==> config.mk <==
export PLATFORM = sky130hd
export DESIGN_NAME = poly_add_ctrl
export DESIGN_NICKNAME = d
export VERILOG_FILES = /design/src/rtl/poly_add_ctrl.sv
export SDC_FILE = /design/constraint.sdc
export NUM_CORES = 1
export LEC_CHECK = 0
export ABC_AREA = 0
export BUFFER_PORTS_ARGS = -buffer_cell sky130_fd_sc_hd__buf_4
export CAP_MARGIN = 20
export CORE_ASPECT_RATIO = 1.75
export CORE_UTILIZATION = 35
export DETAILED_ROUTE_END_ITERATION = 7
export GPL_ROUTABILITY_DRIVEN = 0
export GPL_TIMING_DRIVEN = 0
export PLACE_DENSITY = 0.67
export SKIP_CTS_REPAIR_TIMING = 1
export SLEW_MARGIN = 15
export SYNTH_ARGS = -nofsm -noshare
export SYNTH_HDL_FRONTEND = slang
export SYNTH_SLANG_ARGS = --single-unit
==> constraint.sdc <==
create_clock -name clk -period 2.2 [get_ports clk]
set_input_delay 0.33 -clock clk [delete_from_list [all_inputs] [get_ports clk]]
set_output_delay 0.33 -clock clk [all_outputs]
set_load 0.1 [all_outputs]
==> src/rtl/poly_add_ctrl.sv <==
// Sequences C[k] = (A[k] + B[k]) mod q over N coefficients via a shared pipelined adder.
// Optional macro POLY_ADD_STALL_EN adds stall_i, which pauses read issue while in ISSUE.
module poly_add_ctrl #(
  parameter int N       = 256,
  parameter int ADDR_W  = 8,
  parameter int RD_LAT  = 1,
  parameter int ADD_LAT = 2
) (
  input  logic              clk,
  input  logic              rst,
  input  logic              start_i,
`ifdef POLY_ADD_STALL_EN
  input  logic              stall_i,
`endif
  output logic              busy_o,
  output logic              done_o,
  output logic              rd_en_o,
  output logic [ADDR_W-1:0] rd_addr_o,
  input  logic [11:0]       rd_data_a_i,
  input  logic [11:0]       rd_data_b_i,
  output logic [11:0]       add_op1_o,
  output logic [11:0]       add_op2_o,
  output logic              add_valid_o,
  input  logic [11:0]       add_result_i,
  input  logic              add_valid_i,
  output logic              wr_en_o,
  output logic [ADDR_W-1:0] wr_addr_o,
  output logic [11:0]       wr_data_o
);

  // Handshake: none of the interfaces back-pressure; a valid is consumed in the cycle it is high.
  typedef enum logic [1:0] {IDLE, ISSUE, DRAIN, DONE} state_t;

  localparam logic [ADDR_W:0] N_CNT = (ADDR_W+1)'(N);

  if (RD_LAT != 1 || ADD_LAT < 1) begin : g_param_check
    $error("poly_add_ctrl supports RD_LAT == 1 and ADD_LAT >= 1 only");
  end

  state_t            state_q, state_d;
  logic [ADDR_W:0]   rd_cnt_q, rd_cnt_d;
  logic [ADDR_W:0]   wr_cnt_q, wr_cnt_d;
  logic [ADDR_W-1:0] rd_addr_q, rd_addr_d;
  logic              rd_en_q, rd_en_d;
  logic              add_valid_q;
  logic              busy_q, busy_d;
  logic              done_q, done_d;
  logic              issue_ok;
  logic              wr_en;

`ifdef POLY_ADD_STALL_EN
  assign issue_ok = !stall_i;
`else
  assign issue_ok = 1'b1;
`endif

  // Results come back in issue order, so the write counter doubles as the address.
  assign wr_en = add_valid_i && (state_q == ISSUE || state_q == DRAIN);

  always_comb begin
    state_d   = state_q;
    rd_cnt_d  = rd_cnt_q;
    wr_cnt_d  = wr_cnt_q;
    rd_addr_d = rd_addr_q;
    rd_en_d   = 1'b0;
    busy_d    = busy_q;
    done_d    = 1'b0;
    if (wr_en) wr_cnt_d = wr_cnt_q + 1'b1;
    case (state_q)
      IDLE: begin
        // The first read is registered on the accepting edge so it appears in cycle 1.
        if (start_i) begin
          state_d   = ISSUE;
          rd_en_d   = 1'b1;
          rd_addr_d = '0;
          rd_cnt_d  = {{ADDR_W{1'b0}}, 1'b1};
          wr_cnt_d  = '0;
          busy_d    = 1'b1;
        end
      end
      ISSUE: begin
        if (rd_cnt_q == N_CNT) begin
          state_d = DRAIN;
        end else if (issue_ok) begin
          rd_en_d   = 1'b1;
          rd_addr_d = rd_cnt_q[ADDR_W-1:0];
          rd_cnt_d  = rd_cnt_q + 1'b1;
        end
      end
      DRAIN: begin
        if (wr_cnt_d == N_CNT) begin
          state_d = DONE;
          busy_d  = 1'b0;
          done_d  = 1'b1;
        end
      end
      DONE: state_d = IDLE;
    endcase
  end

  always_ff @(posedge clk) begin
    if (rst) begin
      state_q     <= IDLE;
      rd_cnt_q    <= '0;
      wr_cnt_q    <= '0;
      rd_addr_q   <= '0;
      rd_en_q     <= 1'b0;
      add_valid_q <= 1'b0;
      busy_q      <= 1'b0;
      done_q      <= 1'b0;
    end else begin
      state_q     <= state_d;
      rd_cnt_q    <= rd_cnt_d;
      wr_cnt_q    <= wr_cnt_d;
      rd_addr_q   <= rd_addr_d;
      rd_en_q     <= rd_en_d;
      add_valid_q <= rd_en_q;
      busy_q      <= busy_d;
      done_q      <= done_d;
    end
  end

  assign busy_o      = busy_q;
  assign done_o      = done_q;
  assign rd_en_o     = rd_en_q;
  assign rd_addr_o   = rd_addr_q;
  assign add_op1_o   = rd_data_a_i;
  assign add_op2_o   = rd_data_b_i;
  assign add_valid_o = add_valid_q;
  assign wr_en_o     = wr_en;
  assign wr_addr_o   = wr_cnt_q[ADDR_W-1:0];
  assign wr_data_o   = add_result_i;

endmodule

==> results of run 1 <==
==> cells by family (layout without fill, tap and decap cells) <==
| logic type | Yosys count | in the layout | synth area share, % |
|---|---|---|---|
| buf+inv | 59 | 132 | 21.2 |
| mux | 2 | 2 | 1.07 |
| simple gates | 76 | 76 | 21.8 |
| xor+xnor | 18 | 18 | 8.41 |
| flops | 32 | 32 | 34.2 |
| fa+ha+maj | 6 | 6 | 4.01 |
| compound gates | 26 | 26 | 9.41 |
==> worst min-delay path, stage by stage <==
cell	delay, ns
buf_4	0.12
nand2_1	0.10
a21oi_1	0.08
==> through the flow <==
stage                     power (uW)  setup WS, ns
after floorplan                 1740       0.00681
after global placement          1950       -0.0652
after detailed placement        1970       -0.0805
after CTS                       2530       -0.0790
after global routing            2830       0.00716
final                           2680         0.103
==> cell type report <==
type / count / area share, %
Clock buffer: 5 / 2.66
Tap cell: 54 / 2.61
Sequential cell: 32 / 25.0
Inverter: 7 / 1.02
Timing Repair Buffer: 65 / 18.9
Buffer: 52 / 14.4
Multi-Input combinational cell: 128 / 33.8
Clock inverter: 3 / 1.64
==> synth_stat cells (2+ instances only) <==
master    number
ha_1           6
clkbuf_1       4
a31oi_1        3
xor2_1         8
buf_2          2
a21oi_1       12
xnor2_1       10
nor2b_1        2
inv_1          7
nand2_1        7
and3_1         4
nand3_1       14
dfxtp_1       32
and4_1         3
mux2i_1        2
buf_4         44
nor2_1        22
nor4b_1        2
nand2b_1      13
==> power by group through the flow <==
stage / Clock [uW] / Sequential, uW / Combinational, uW
4_1_cts: 574 / 693 / 1260
5_1_grt: 602 / 713 / 1510
6_report: 564 / 700 / 1420
2_1_floorplan: 0 / 850 / 888
3_3_place_gp: 0 / 704 / 1250
3_5_place_dp: 0 / 705 / 1260
==> per-layer routing <==
metal / wire (um) / vias up
met2: 2250 / 60
li1: - / 830
met1: 1320 / 745
met3: 257 / 6
met5: 0 / -
met4: 60 / 0
==> registers in the layout, indices dropped and copies added, names as in the netlist <==
signal       cells
wr_cnt_q         9
busy_o           1
state_q          2
rd_cnt_q         9
rd_en_o          1
rd_addr_o        8
done_o           1
add_valid_o      1
==> final timing paths <==
kind         startpoint     endpoint  cells past startpoint
max          state_q[0]       busy_o                      9
min reg2reg     rd_en_o  add_valid_o                      1
max reg2reg  state_q[0]       busy_o                      9
min             start_i      rd_en_o                      3
==> impl_metrics.ini, run 1 <==
[status]
status = complete, but fails checks
violations = design-rule violations

[route]
detail_route.first_pass.iterations = 8
drc = 10
wire_per_inst_um = 11.3
via_count = 1641
wl_um = 3900
ant_nets = 0
dr.first_iter.drc_count = 46
drt-vias-per-instance = 4.74

[logic_synthesis]
async_flop_share_pct = 0
synth_ff_type = dfxtp_1
synth_top_area_share_pct = 34.2
yosys-top-cells-area = dfxtp_1, buf_4, xnor2_1
synth_warnings = 0
ys_seq_area_share_pct = 34.2
syn_inst = 219
synth.avg_cell_area_sq_um = 8.56
syn_nets = 265
syn_area_sq_um = 1870
yosysTopAreaCell = dfxtp_1
synth_edf_count = 0
ys_seq_elements = 32
synth_cell_types = 41

[setup_path]
max_stage_delay_ns = 0.57
crit_arrival_ns = 2.27
crit_type = flip-flop to flip-flop
crit_path_end_kind = flip-flop
cp_max_fo = 5
crit_buf_inv = 2
crit_chain = inv_1 -> ha_4 -> and2_1 -> buf_6 -> o31ai_4 -> o211ai_1 -> or4_4 -> a22oi_2 -> nor2_1
slowest_stage = or4_4
critPathLaunchType = flip-flop
r2r_setup_slack_ns = 0.10
crit_family = simple AND/OR/NAND/NOR gates
worstPathRequired_ns = 2.37

[timing]
fin_skew_ns = 0.00755
fmax_mhz = 477
setup_viol = 0
fin_crit_sh_pct = 95.3
setup_tns_ns = 0
holdWs_ns = 0.396
slew_headroom_pct = 69.6
final_max_slew_viol_count = 0
hold_viol_final = 0
worstMarginPinSlew_ns = 0.456
fin_crit_ns = 2.10
rsz0062_at_grt = false

[power]
p_sw_share_pct = 44.8
power.switching_uw = 1200
sequentialPowerShare_pct = 26.1
p_clk_share_pct = 21.0
powerDensity_nw_per_um2 = 1040
p_comb_share_pct = 52.9
vdd_drop_max_uv = 618
p_int_uw = 1480
leakage_uw = 0.00115

[layout]
nFillCells = 515
seq_area_sq_um = 646
syn_to_final_growth_pct = 38.0
drive_gt1_share_pct = 45.9
final_common_cell = buf_4
nets = 337
post-route-cell-area_sq_um = 2590
multi_input_area_sq_um = 875
fin_util_pct = 51.1
final_cell_mix = buf_4, dfxtp_1, nor2_1, nand2b_1, nand3_1
stdcell_count = 346
n_antenna_cell = 0

[die]
die_w_um = 57.3
die_y_um = 98.8
core_area_sq_um = 5060
initial_core_util_pct = 37.0
io_pins = 97
num_rows = 34
die_area_sq_um = 5660

[global_route]
antenna_found_initial = 0
grt_pass1_wl_um = 6150
grt_pass1_vias = 1478
overflow = 0
grt.busiest_layer = met2
grtUsageMet1_pct = 12.9
grtUsageMet2_pct = 27.1
track_usage_pct = 13.8
grt_max_degree = 12
grt_use_met3_pct = 3.81

[placed_design]
placed_cell_area_sq_um = 2380
portBuffers = 59
dpl.cell_count = 332
dp_hpwl_um = 3010

[clock_network]
cts_inserted_buffers = 5
root_buffer = clkbuf_8
cts_tree = yes
clk_pin_slew_worst_paths_ns = 0.07
clk_path_buf_depth = 2
h-tree-depth = 2
clk_latency_ns = 0.29
cts.sinks = 32

[run]
drv_cap = 0

[min_path]
hold_class = input port to flip-flop
(Power assumes the default switching activity.)
==> run 2, diff against run 1 <==
- RECOVER_POWER: unset -> 25
==> run 2 against run 1 <==
  * The flow still finishes with violations (design-rule violations)
  * Wire length grew 0.33%
  * Via count is 0.24% higher
  * Hold slack got worse by 0.0016 ns
  * Sequential cell count stayed put
  * Worst setup slack about the same
  * Combinational power is essentially flat
  * Utilization is 1.6 points lower
  * Critical path depth unchanged
  * Sequential power barely moved
  * Die area did not move
  * Largest power group unchanged
==> impl_metrics.ini, run 2 (synthesized netlist as in run 1, its figures left out) <==
[status]
status = complete, but fails checks
violations = design-rule violations

[clock_network]
cts.sinks = 32
clk_pin_slew_worst_paths_ns = 0.07
clk_path_buf_depth = 2
root_buffer = clkbuf_8
clk_latency_ns = 0.29
cts_tree = yes
cts_inserted_buffers = 5
h-tree-depth = 2

[timing]
fmax_mhz = 477
rsz0062_at_grt = false
worstMarginPinSlew_ns = 1.17
fin_skew_ns = 0.00853
holdWs_ns = 0.395
setup_tns_ns = 0
slew_headroom_pct = 22.6
fin_ws_ns = 0.103
hold_viol_final = 0
setup_viol = 0
fin_crit_ns = 2.10
final_max_slew_viol_count = 0
fin_crit_sh_pct = 95.3

[placed_design]
post-place-ws_ns = -0.0805
dpl.cell_count = 332
dp_hpwl_um = 3010
portBuffers = 59

[route]
drc = 10
drt-vias-per-instance = 4.75
ant_nets = 0
dr.first_iter.drc_count = 46
wl_um = 3910
wire_per_inst_um = 11.3
via_count = 1645
detail_route.first_pass.iterations = 8

[global_route]
track_usage_pct = 13.8
antenna_found_initial = 0
grt_pass1_wl_um = 6150
grt_max_degree = 12
overflow = 0
grt_pass1_vias = 1478

[die]
initial_core_util_pct = 37.0
die_y_um = 98.8
die_area_sq_um = 5660
die_w_um = 57.3
io_pins = 97
core_area_sq_um = 5060
num_rows = 34

[setup_path]
critPathLaunchType = flip-flop
cp_max_fo = 5
crit_type = flip-flop to flip-flop
ff2ff_path_depth = 9
rr_startpoint = state_q[0]
r2r_end = busy_o
crit_path_end = busy_o
worstPathRequired_ns = 2.37
crit_path_end_kind = flip-flop
r2r_setup_slack_ns = 0.10
crit_start = state_q[0]
crit_arrival_ns = 2.27

[layout]
stdcell_count = 346
n_antenna_cell = 0
syn_to_final_growth_pct = 33.8
nets = 337
final_common_cell = buf_4
final_cell_mix = buf_4, dfxtp_1, clkbuf_1, nor2_1
drive_gt1_share_pct = 38.7

[power]
powerDensity_nw_per_um2 = 1060
power.total_uw = 2660
vdd_drop_max_uv = 620
leakage_uw = 0.00108

[run]
drv_cap = 0

[min_path]
hold_start = start_i
hold_class = input port to flip-flop
[run 2: cell count changes in the layout (fill, tap and decap cells not counted), sizes merged]
cell | before | now
buf | 113 | 92
clkbuf | 9 | 30
[run 2: final cells by class]
cell class                 count  area (sq um)
fill                         523          2550
multi-input combinational    128           875
timing repair buffer          65           409
clock buffer                   5          68.8
inverter                       7          26.3
buffer                        52           373
clock inverter                 3          42.5
tap                           54          67.6
sequential                    32           646
[run 2: how the worst min path moves through the flow]
stage | endpoint | slack [ns] | cells past startpoint
2_1_floorplan | state_q[1] | 0.47 | 2
3_3_place_gp | add_valid_o | 0.45 | 1
3_5_place_dp | rd_addr_o[5] | 0.46 | 2
4_1_cts | rd_en_o | 0.40 | 3
5_1_grt | rd_en_o | 0.41 | 3
6_report | rd_en_o | 0.39 | 3
[run 2: per-layer routing]
metal	track usage (%)	wire, um	up-vias
met4	5.07	60	0
met3	3.81	263	5
met1	12.9	1330	748
met2	27.1	2260	62
li1	-	-	830
met5	0	0	-
[run 2: power by group]
group | internal (uW) | switching (uW) | leakage, uW
Clock | 335 | 231 | 0.0000541
Sequential | 641 | 59.0 | 0.000261
Combinational | 486 | 912 | 0.000763
Total | 1460 | 1200 | 0.00108
[run 2: metrics by stage]
step	cell area [sq um]	util, %
floorplan	1870	-
finish	2510	49.5
detailed placement	2380	47.1
CTS	2500	49.3
global placement	2380	47.1
global route	2510	49.5
[run 2: worst max-delay path: stages, from the launching register on]
cell      delay (ns)
dfxtp_2         0.33
inv_1           0.10
ha_4            0.22
and2_1          0.14
buf_6           0.13
o31ai_4         0.16
o211ai_1        0.15
or4_4           0.57
a22oi_2         0.13
nor2_1          0.05
==> run 3, diff against run 2 <==
- CORE_ASPECT_RATIO: 1.75 -> 0.9
==> run 3 against run 2 <==
  * The flow now finishes without violations
  * Global-route usage decreased by 0.40 points
  * Clock skew fell by 0.0055 ns
  * Combinational power is 8% lower
  * Total power decreased by 10%
  * Via count shrank 3.9%
  * Sequential cell count unchanged
  * Hold slack worse by 0.0050 ns
  * Final cell count grew 1.2%
  * Utilization decreased by 0.89 points
  * Clock power fell by 27%
  * Fmax fell by 2.4%
==> impl_metrics.ini, run 3 (synthesized netlist as in run 1, its figures left out) <==
[status]
status = finished, final reports clean

[die]
num_rows = 24
die_area_sq_um = 5650
core_area_sq_um = 4980
initial_core_util_pct = 37.6
die_w_um = 79.1
die_y_um = 71.4
io_pins = 97

[clock_network]
cts.sinks = 32
clk_latency_ns = 0.27
cts_tree = yes
h-tree-depth = 2
clk_path_buf_depth = 2
clk_pin_slew_worst_paths_ns = 0.06
cts_inserted_buffers = 5
root_buffer = clkbuf_8

[timing]
rsz0062_at_grt = true
slew_headroom_pct = 22.7
setup_viol = 0
fin_crit_ns = 2.15
holdWs_ns = 0.390
fin_skew_ns = 0.00306
hold_viol_final = 0
fmax_mhz = 466
fin_crit_sh_pct = 97.6
worstMarginPinSlew_ns = 1.16
final_max_slew_viol_count = 0

[power]
leakage_uw = 0.00104
p_int_uw = 1260
p_sw_share_pct = 47.3
power.switching_uw = 1130
sequentialPowerShare_pct = 29.1
p_comb_share_pct = 53.7
powerDensity_nw_per_um2 = 987
vdd_drop_max_uv = 563
p_clk_share_pct = 17.2

[global_route]
grt_max_degree = 11
antenna_found_initial = 0
grt_pass1_wl_um = 6090
overflow = 0
grt_pass1_vias = 1436
track_usage_pct = 13.4

[layout]
final_cell_mix = buf_4, dfxtp_1, clkbuf_1, nor2_1, nand3_1
drive_gt1_share_pct = 35.8
seq_area_sq_um = 643
stdcell_count = 350
multi_input_area_sq_um = 856
n_antenna_cell = 0
nFillCells = 538
nets = 331
syn_to_final_growth_pct = 29.4
final_common_cell = buf_4
post-route-cell-area_sq_um = 2420

[route]
wire_per_inst_um = 10.7
ant_nets = 0
drt-vias-per-instance = 4.52
dr.first_iter.drc_count = 51
wl_um = 3730
drc = 0
via_count = 1581
detail_route.first_pass.iterations = 4

[setup_path]
critPathLaunchType = flip-flop
cp_max_fo = 6
r2r_setup_slack_ns = 0.05
worstPathRequired_ns = 2.35
crit_arrival_ns = 2.30
crit_path_end_kind = flip-flop
crit_type = flip-flop to flip-flop

[placed_design]
dp_hpwl_um = 2920
portBuffers = 59
dpl.cell_count = 343
placed_cell_area_sq_um = 2400

[min_path]
hold_class = input port to flip-flop

[run]
drv_cap = 0
## run 3: layout make-up
class	count	area share, %
Sequential cell	32	26.5
Timing Repair Buffer	59	15.2
Tap cell	65	3.35
Buffer	52	15.4
Clock inverter	1	0.206
Multi-Input combinational cell	128	35.3
Clock buffer	6	2.99
Inverter	7	1.08
## run 3: power by group through the flow
stage          Clock, uW  Sequential, uW  Combinational (uW)
2_1_floorplan          0             850                 888
3_5_place_dp           0             706                1260
6_report             411             696                1290
4_1_cts              429             694                1260
5_1_grt              454             708                1380
3_3_place_gp           0             705                1250
## run 3: worst paths after layout
check	start	end	cells past startpoint
worst max-delay path	state_q[1]	busy_o	9
worst min-delay path	start_i	rd_en_o	3
worst min register to register	rd_en_o	add_valid_o	1
worst max register to register	state_q[1]	busy_o	9
## run 3: metal layers
layer | vias to the layer above | GRT usage, % | part of all wire (%)
met5 | - | 0 | 0
met4 | 0 | 3.64 | 0.29
met3 | 2 | 4.33 | 7.0
met2 | 48 | 24.3 | 51
met1 | 712 | 14.9 | 41
li1 | 819 | - | -
## run 3: metrics by stage
step	setup TNS [ns]	util (%)	power, uW	setup WS (ns)
floorplan	0	-	1740	0.00681
global placement	-0.0530	48.1	1950	-0.0394
global route	-0.0395	48.6	2540	-0.0269
detailed placement	-0.132	48.1	1970	-0.0782
finish	0	48.6	2390	0.0530
CTS	-0.157	49.7	2380	-0.0876
## run 3: critical path: stages (launching register included)
cell	delay, ns
dfxtp_1	0.35
inv_1	0.09
ha_4	0.24
and2_1	0.14
buf_6	0.12
o31ai_2	0.19
o211ai_1	0.13
or4_1	0.56
a22oi_2	0.14
nor2_1	0.05
